**src/rtl/rnn_seq_ctrl.sv**
```systemverilog
// -----------------------------------------------------------------------------
// rnn_seq_ctrl
//
// Sequencer for a combinational RNN cell (input -> hidden -> tanh -> output).
// Takes one input sample at a time over a valid/ready stream and holds it on
// the cell input bus. At the start of every sequence it clears the cell's
// hidden-state register. It then waits a fixed settle time for the multi-cycle
// combinational path, pulses the hidden-state update, and returns the cell
// output over a valid/ready stream. Only one step is in flight at a time.
//
// Ports
//   clk, rst_n    clock, asynchronous active-low reset
//   in_valid      input sample valid
//   in_ready      combinational; high only while idle
//   in_data       input sample (INPUT_SIZE*BW_IN bits)
//   in_first      sample opens a new sequence
//   in_last       sample closes the sequence
//   cell_in       registered sample driven to the cell input bus
//   cell_out      cell output (OUTPUT_SIZE*BW_OUT bits)
//   hs_clear      1-cycle pulse: zero the hidden-state register
//   hs_update     1-cycle pulse: load the activated hidden bus
//   out_valid     output sample valid
//   out_ready     downstream accepts the output
//   out_data      registered cell output
//   out_last      output belongs to the last step of its sequence
//   step_cnt      1-based step index within the sequence (saturates)
//   overrun       sticky: the sequence ran past MAX_STEPS
//   busy_cycles   [RNN_SEQ_PERF_EN only] count of non-idle cycles, wraps
//
// Build option
//   RNN_SEQ_PERF_EN  adds the busy_cycles port and its counter.
// -----------------------------------------------------------------------------
module rnn_seq_ctrl #(
  parameter int INPUT_SIZE    = 1,
  parameter int OUTPUT_SIZE   = 1,
  parameter int BW_IN         = 32,
  parameter int BW_OUT        = 32,
  parameter int SETTLE_CYCLES = 2,   // legal range >= 1
  parameter int MAX_STEPS     = 255,
  parameter int STEP_W        = 8    // 2**STEP_W must exceed MAX_STEPS
) (
  input  logic                          clk,
  input  logic                          rst_n,
  input  logic                          in_valid,
  output logic                          in_ready,
  input  logic [INPUT_SIZE*BW_IN-1:0]   in_data,
  input  logic                          in_first,
  input  logic                          in_last,
  output logic [INPUT_SIZE*BW_IN-1:0]   cell_in,
  input  logic [OUTPUT_SIZE*BW_OUT-1:0] cell_out,
  output logic                          hs_clear,
  output logic                          hs_update,
  output logic                          out_valid,
  input  logic                          out_ready,
  output logic [OUTPUT_SIZE*BW_OUT-1:0] out_data,
  output logic                          out_last,
  output logic [STEP_W-1:0]             step_cnt,
  output logic                          overrun
`ifdef RNN_SEQ_PERF_EN
  ,
  output logic [31:0]                   busy_cycles
`endif
);

  localparam int IN_W  = INPUT_SIZE * BW_IN;
  localparam int OUT_W = OUTPUT_SIZE * BW_OUT;
  localparam int CNT_W = $clog2(SETTLE_CYCLES + 1);

  localparam logic [CNT_W-1:0]  SETTLE_LOAD = CNT_W'(SETTLE_CYCLES);
  localparam logic [CNT_W-1:0]  SETTLE_ONE  = CNT_W'(1);
  localparam logic [STEP_W-1:0] STEP_MAX    = STEP_W'(MAX_STEPS);
  localparam logic [STEP_W-1:0] STEP_ONE    = STEP_W'(1);

  localparam logic [2:0] S_IDLE   = 3'd0;
  localparam logic [2:0] S_CLEAR  = 3'd1;
  localparam logic [2:0] S_SETTLE = 3'd2;
  localparam logic [2:0] S_COMMIT = 3'd3;
  localparam logic [2:0] S_OUT    = 3'd4;

  logic [2:0]        state_q,     state_d;
  logic [IN_W-1:0]   cell_in_q,   cell_in_d;
  logic              last_q,      last_d;
  logic              seq_open_q,  seq_open_d;
  logic [STEP_W-1:0] step_q,      step_d;
  logic              overrun_q,   overrun_d;
  logic [CNT_W-1:0]  settle_q,    settle_d;
  logic              hs_clear_q,  hs_clear_d;
  logic              hs_update_q, hs_update_d;
  logic              out_valid_q, out_valid_d;
  logic              out_last_q,  out_last_d;
  logic [OUT_W-1:0]  out_data_q,  out_data_d;

  logic accept;
  logic start;

  assign in_ready = (state_q == S_IDLE);
  assign accept   = in_valid & in_ready;
  // A sample opens a sequence when flagged, or implicitly when the previous
  // sequence has already been closed by in_last (or none was ever opened).
  assign start    = in_first | ~seq_open_q;

  // The pulse outputs are registered: they are set on the transition into
  // CLEAR / COMMIT, so each is high for exactly the cycle spent in that state.
  always_comb begin
    // NOTE: every signal gets its hold value first so no path leaves it
    // unassigned; a missing default here would infer a latch.
    state_d     = state_q;
    cell_in_d   = cell_in_q;
    last_d      = last_q;
    seq_open_d  = seq_open_q;
    step_d      = step_q;
    overrun_d   = overrun_q;
    settle_d    = settle_q;
    hs_clear_d  = 1'b0;
    hs_update_d = 1'b0;
    out_valid_d = out_valid_q;
    out_last_d  = out_last_q;
    out_data_d  = out_data_q;

    case (state_q)
      S_IDLE: begin
        if (accept) begin
          cell_in_d = in_data;
          last_d    = in_last;
          if (start) begin
            step_d     = STEP_ONE;
            overrun_d  = 1'b0;
            seq_open_d = 1'b1;
            hs_clear_d = 1'b1;
            state_d    = S_CLEAR;
          end else begin
            // Saturate the step index; a step past the limit flags overrun
            // but the sample is still processed normally.
            if (step_q == STEP_MAX) begin
              overrun_d = 1'b1;
            end else begin
              step_d = step_q + STEP_ONE;
            end
            settle_d = SETTLE_LOAD;
            state_d  = S_SETTLE;
          end
        end
      end

      S_CLEAR: begin
        settle_d = SETTLE_LOAD;
        state_d  = S_SETTLE;
      end

      S_SETTLE: begin
        if (settle_q == SETTLE_ONE) begin
          hs_update_d = 1'b1;
          state_d     = S_COMMIT;
        end else begin
          settle_d = settle_q - SETTLE_ONE;
        end
      end

      S_COMMIT: begin
        // cell_out still reflects the pre-update hidden state in this cycle.
        out_data_d  = cell_out;
        out_last_d  = last_q;
        out_valid_d = 1'b1;
        state_d     = S_OUT;
      end

      S_OUT: begin
        if (out_ready) begin
          out_valid_d = 1'b0;
          if (out_last_q) begin
            seq_open_d = 1'b0;
          end
          state_d = S_IDLE;
        end
      end

      default: state_d = S_IDLE;
    endcase
  end

  // NOTE: state registers use non-blocking assignments so every register
  // samples the pre-edge values, independent of statement order.
  always_ff @(posedge clk or negedge rst_n) begin
    if (!rst_n) begin
      state_q     <= S_IDLE;
      cell_in_q   <= '0;
      last_q      <= 1'b0;
      seq_open_q  <= 1'b0;
      step_q      <= '0;
      overrun_q   <= 1'b0;
      settle_q    <= '0;
      hs_clear_q  <= 1'b0;
      hs_update_q <= 1'b0;
      out_valid_q <= 1'b0;
      out_last_q  <= 1'b0;
      out_data_q  <= '0;
    end else begin
      state_q     <= state_d;
      cell_in_q   <= cell_in_d;
      last_q      <= last_d;
      seq_open_q  <= seq_open_d;
      step_q      <= step_d;
      overrun_q   <= overrun_d;
      settle_q    <= settle_d;
      hs_clear_q  <= hs_clear_d;
      hs_update_q <= hs_update_d;
      out_valid_q <= out_valid_d;
      out_last_q  <= out_last_d;
      out_data_q  <= out_data_d;
    end
  end

  assign cell_in   = cell_in_q;
  assign hs_clear  = hs_clear_q;
  assign hs_update = hs_update_q;
  assign out_valid = out_valid_q;
  assign out_data  = out_data_q;
  assign out_last  = out_last_q;
  assign step_cnt  = step_q;
  assign overrun   = overrun_q;

`ifdef RNN_SEQ_PERF_EN
  logic [31:0] busy_q, busy_d;

  // Free-running count of non-idle cycles; wraps naturally at 2**32.
  assign busy_d = busy_q + {31'd0, (state_q != S_IDLE)};

  always_ff @(posedge clk or negedge rst_n) begin
    if (!rst_n) begin
      busy_q <= '0;
    end else begin
      busy_q <= busy_d;
    end
  end

  assign busy_cycles = busy_q;
`endif

endmodule

```
**config.mk**
```make
export PLATFORM = sky130hd
export DESIGN_NAME = rnn_seq_ctrl
export DESIGN_NICKNAME = d
export VERILOG_FILES = /design/src/rtl/rnn_seq_ctrl.sv
export SDC_FILE = /design/constraint.sdc
export NUM_CORES = 1
export LEC_CHECK = 0
export ABC_AREA = 1
export CAP_MARGIN = 20
export CORE_ASPECT_RATIO = 1.4
export CORE_MARGIN = 2
export CORE_UTILIZATION = 45
export CTS_CLUSTER_DIAMETER = 200
export DETAILED_ROUTE_END_ITERATION = 8
export GPL_TIMING_DRIVEN = 1
export PLACE_DENSITY = 0.94
export SYNTH_ARGS = -nofsm -noshare
export SYNTH_HDL_FRONTEND = slang
export SYNTH_SLANG_ARGS = --single-unit
export TNS_END_PERCENT = 20
```
**constraint.sdc**
```tcl
create_clock -name clk -period 2.9 [get_ports clk]
set_input_delay 0.29 -clock clk [delete_from_list [all_inputs] [get_ports clk]]
set_output_delay 0.29 -clock clk [all_outputs]
set_load 0.02 [all_outputs]
```
==> impl_metrics.csv <==
group,metric,value,unit
outcome,status,"completed",
cells_and_area,drive_gt1_share,11.3,%
floorplanning,die_width,79.3,µm
placement,hpwl,6.23,mm
sta,hold_viol,0,
power_and_ir_drop,intPower,3.71,mW
clock_network,cts.sinks,84,
global_routing,grt_pass1_wl,13.6,mm
sta,worst_slew_pin_slew,0.635,ns
cells_and_area,layout.cells.non_filler,597,
cells_and_area,syn2layout_area_growth,49.6,%
critical_path,worstSetupPathType,"flip-flop to primary output",
synthesis,synthesis.nets,414,
floorplanning,dieHeight,109,µm
synthesis,yosys-top-cells-area,"dfrtp_1, nand2_1, mux2_4, inv_1, mux2_2",
clock_network,holdBufCountCts,0,
synthesis,yosys_warnings,0,
sta,setup_violations,0,
power_and_ir_drop,clkPwrFrac,14.8,%
sta,period_needed,2.20,ns
critical_path,cp.arrival,1.91,ns
power_and_ir_drop,vdd_ir_drop_max,0.632,mV
detailed_routing,drtPass1Iterations,5,
detailed_routing,drc,0,
power_and_ir_drop,p_switching,2.25,mW
clock_network,cts_max_level,3,
synthesis,yosysMostFrequentCell,"nand2_1",
sta,finalCritPeriodShare,75.8,%
clock_network,insertion_delay,0.34,ns
detailed_routing,antenna_left,0,
detailed_routing,vias,2856,
global_routing,grt_max_degree,85,
clock_network,postCtsSetupRepairBufs,0,
floorplanning,die_area,8680,µm²
detailed_routing,initialDrtViolationCount,108,
critical_path,cp_data_required_time,2.61,ns
synthesis,yosysSeqAreaShare,58.8,%
cells_and_area,n_fill_cell,566,
min_path,hold_path_class,"primary input to asynchronous set/reset pin",
power_and_ir_drop,total_power,5.96,mW
synthesis,yosysTopAreaCellShare,58.8,%
critical_path,path_delay_family,"buffers and inverters",
critical_path,r2r_start,"state_q[1]$_DFFE_PN0P_",
placement,dpl_cell_area,5090,µm²
sta,slew_violations,0,
critical_path,crit_path_start_kind,"flip-flop",
synthesis,synthCells,342,
synthesis,synth_ff_type,"dfrtp_1",
synthesis,synth_area,3570,µm²
clock_network,cts_tree,"done",
critical_path,worstPathMaxFanout,6,
critical_path,r2r-end,"step_cnt[1]$_DFFE_PN0P_",
clock_network,clk_path_buf_depth,2,
critical_path,rr_worst_depth,7,
clock_network,path_clk_slew,0.08,ns
placement,io_buffers,147,
global_routing,track_usage,20.2,%
sta,slew_headroom,57.6,%
sta,rsz0062_at_grt,"no",
floorplanning,pin_count,148,
global_routing,grt_overflow,0,
synthesis,synth-edff-count,0,
clock_network,cts_root_buffer,"clkbuf_8",
critical_path,slowest_stage,"clkdlybuf4s50_1",
cells_and_area,n_antenna_cell,0,
sta,clock.fmax,455,MHz
clock_network,cts_buffers,9,
floorplanning,initial_core_util,46.1,%
synthesis,ys_ff_latch,84,
critical_path,setup.worst_path.end_class,"primary output",
floorplanning,core_area,7750,µm²
detailed_routing,wl_per_cell,14.1,µm
power_and_ir_drop,p_per_area,1120,nW/µm²
floorplanning,row_count,38,
synthesis,async_reset_ff_share,100,%
cells_and_area,nNetsFinal,564,
global_routing,grt_pass1_vias,2969,
power_and_ir_drop,p_leak,2.56,nW
critical_path,r2r_slack,0.86,ns
synthesis,syn_avg_cell_area,10.4,µm²
placement,place.gp.congestion,0.813,
critical_path,timing.critical_path.mode_cell,"inv_1",
critical_path,max_stage_delay,0.63,ns
critical_path,path_cells,"inv_1 > nand2_1 > inv_1 > clkdlybuf4s50_1",
sta,skew,0.00698,ns
synthesis,synthTopCellsByCount,"nand2_1, dfrtp_1, mux2_4",
power_and_ir_drop,seq_power_share,34.3,%
synthesis,ys_types,23,
run,maxCapViolCount,0,
detailed_routing,routed_wl,8.42,mm
power_and_ir_drop,power.share.switching,37.7,%
power_and_ir_drop,share_comb_of_total_power,50.8,%
synthesis,synth_area_leader_cell,"dfrtp_1",
detailed_routing,viasPerCell,4.78,
placement,place_inst,579,
global_routing,antenna_found_initial,0,
clock_network,cts_resized,0,
sta,tns,0,ns
critical_path,cp_num_buf_inv,3,
cells_and_area,final_area,5340,µm²
==> power groups by stage <==
stage / sequential, mW / combinational, mW / clock [mW]
final: 2.05 / 3.03 / 0.885
after CTS: 2.04 / 3.06 / 0.911
after detailed placement: 2.06 / 3.05 / 0
after global routing: 2.10 / 3.26 / 0.970
after floorplan: 2.59 / 1.19 / 0
after global placement: 2.03 / 2.95 / 0
==> cells by family after synthesis <==
family,after synthesis,share of synthesized area [%]
simple gates,172,20.0
flops,84,58.8
buf+inv,33,4.52
mux,32,12.8
compound gates,19,3.12
fa+ha+maj,2,0.700
==> stage by stage <==
stage / worst slack [ns] / hold WS [ns] / util, %
4_1_cts: 0.675 / 0.149 / 68.5
2_1_floorplan: 1.41 / -0.00559 / -
3_3_place_gp: 0.818 / 0.458 / 65.7
6_report: 0.701 / 0.433 / 69.0
5_1_grt: 0.568 / 0.462 / 69.0
3_5_place_dp: 0.745 / 0.464 / 65.7
==> worst max-delay path by stage <==
stage                             from                      end  slack, ns  depth (start not counted)
5_1_grt         state_q[1]$_DFFE_PN0P_                 in_ready       0.57                          4
4_1_cts         state_q[1]$_DFFE_PN0P_                 in_ready       0.67                          4
2_1_floorplan  step_cnt[1]$_DFFE_PN0P_  step_cnt[5]$_DFFE_PN0P_       1.41                          8
3_5_place_dp                  in_valid  step_cnt[1]$_DFFE_PN0P_       0.74                          7
3_3_place_gp                  in_valid  step_cnt[0]$_DFFE_PN0P_       0.82                          6
6_report        state_q[1]$_DFFE_PN0P_                 in_ready       0.70                          4
==> routing by layer <==
layer  share of wire, %  GRT usage [%]  up-vias
li1                   -              -     1379
met1                 40           23.3     1367
met2                 52           35.5       98
met3                5.9           5.34       12
met4                1.8           8.25        0
met5                  0              0        -
==> registers in the layout (all words and copies together), names as in the netlist <==
name	count
seq_open_q	1
last_q	1
out_data	32
step_cnt	8
out_last	1
cell_in	32
settle_q	2
out_valid	1
overrun	1
state_q	3
hs_update	1
hs_clear	1
==> layout make-up <==
type | count | area (µm²) | share of cell area (%)
clock buffers | 9 | 124 | 2.32
clock inverters | 7 | 91.3 | 1.71
inverters | 23 | 86.3 | 1.62
multi-input cells | 225 | 1310 | 24.5
flip-flops and latches | 84 | 2100 | 39.3
well taps | 100 | 125 | 2.34
repair buffers | 149 | 1510 | 28.2
==> cell usage in the layout (no fill, tap or decap), types with 3 or more instances in the layout <==
cell,netlist,layout
clkdlybuf4s50_1,0,146
nand2_1,138,138
dfrtp_1,84,84
mux2_4,26,26
inv_1,22,22
nor2_1,15,15
o21ai_0,11,11
nand3_1,10,10
clkbuf_8,0,9
mux2_2,6,6
o21ai_1,4,4
clkinv_2,0,3
No activity file was read; power rests on OpenSTA's default activity.
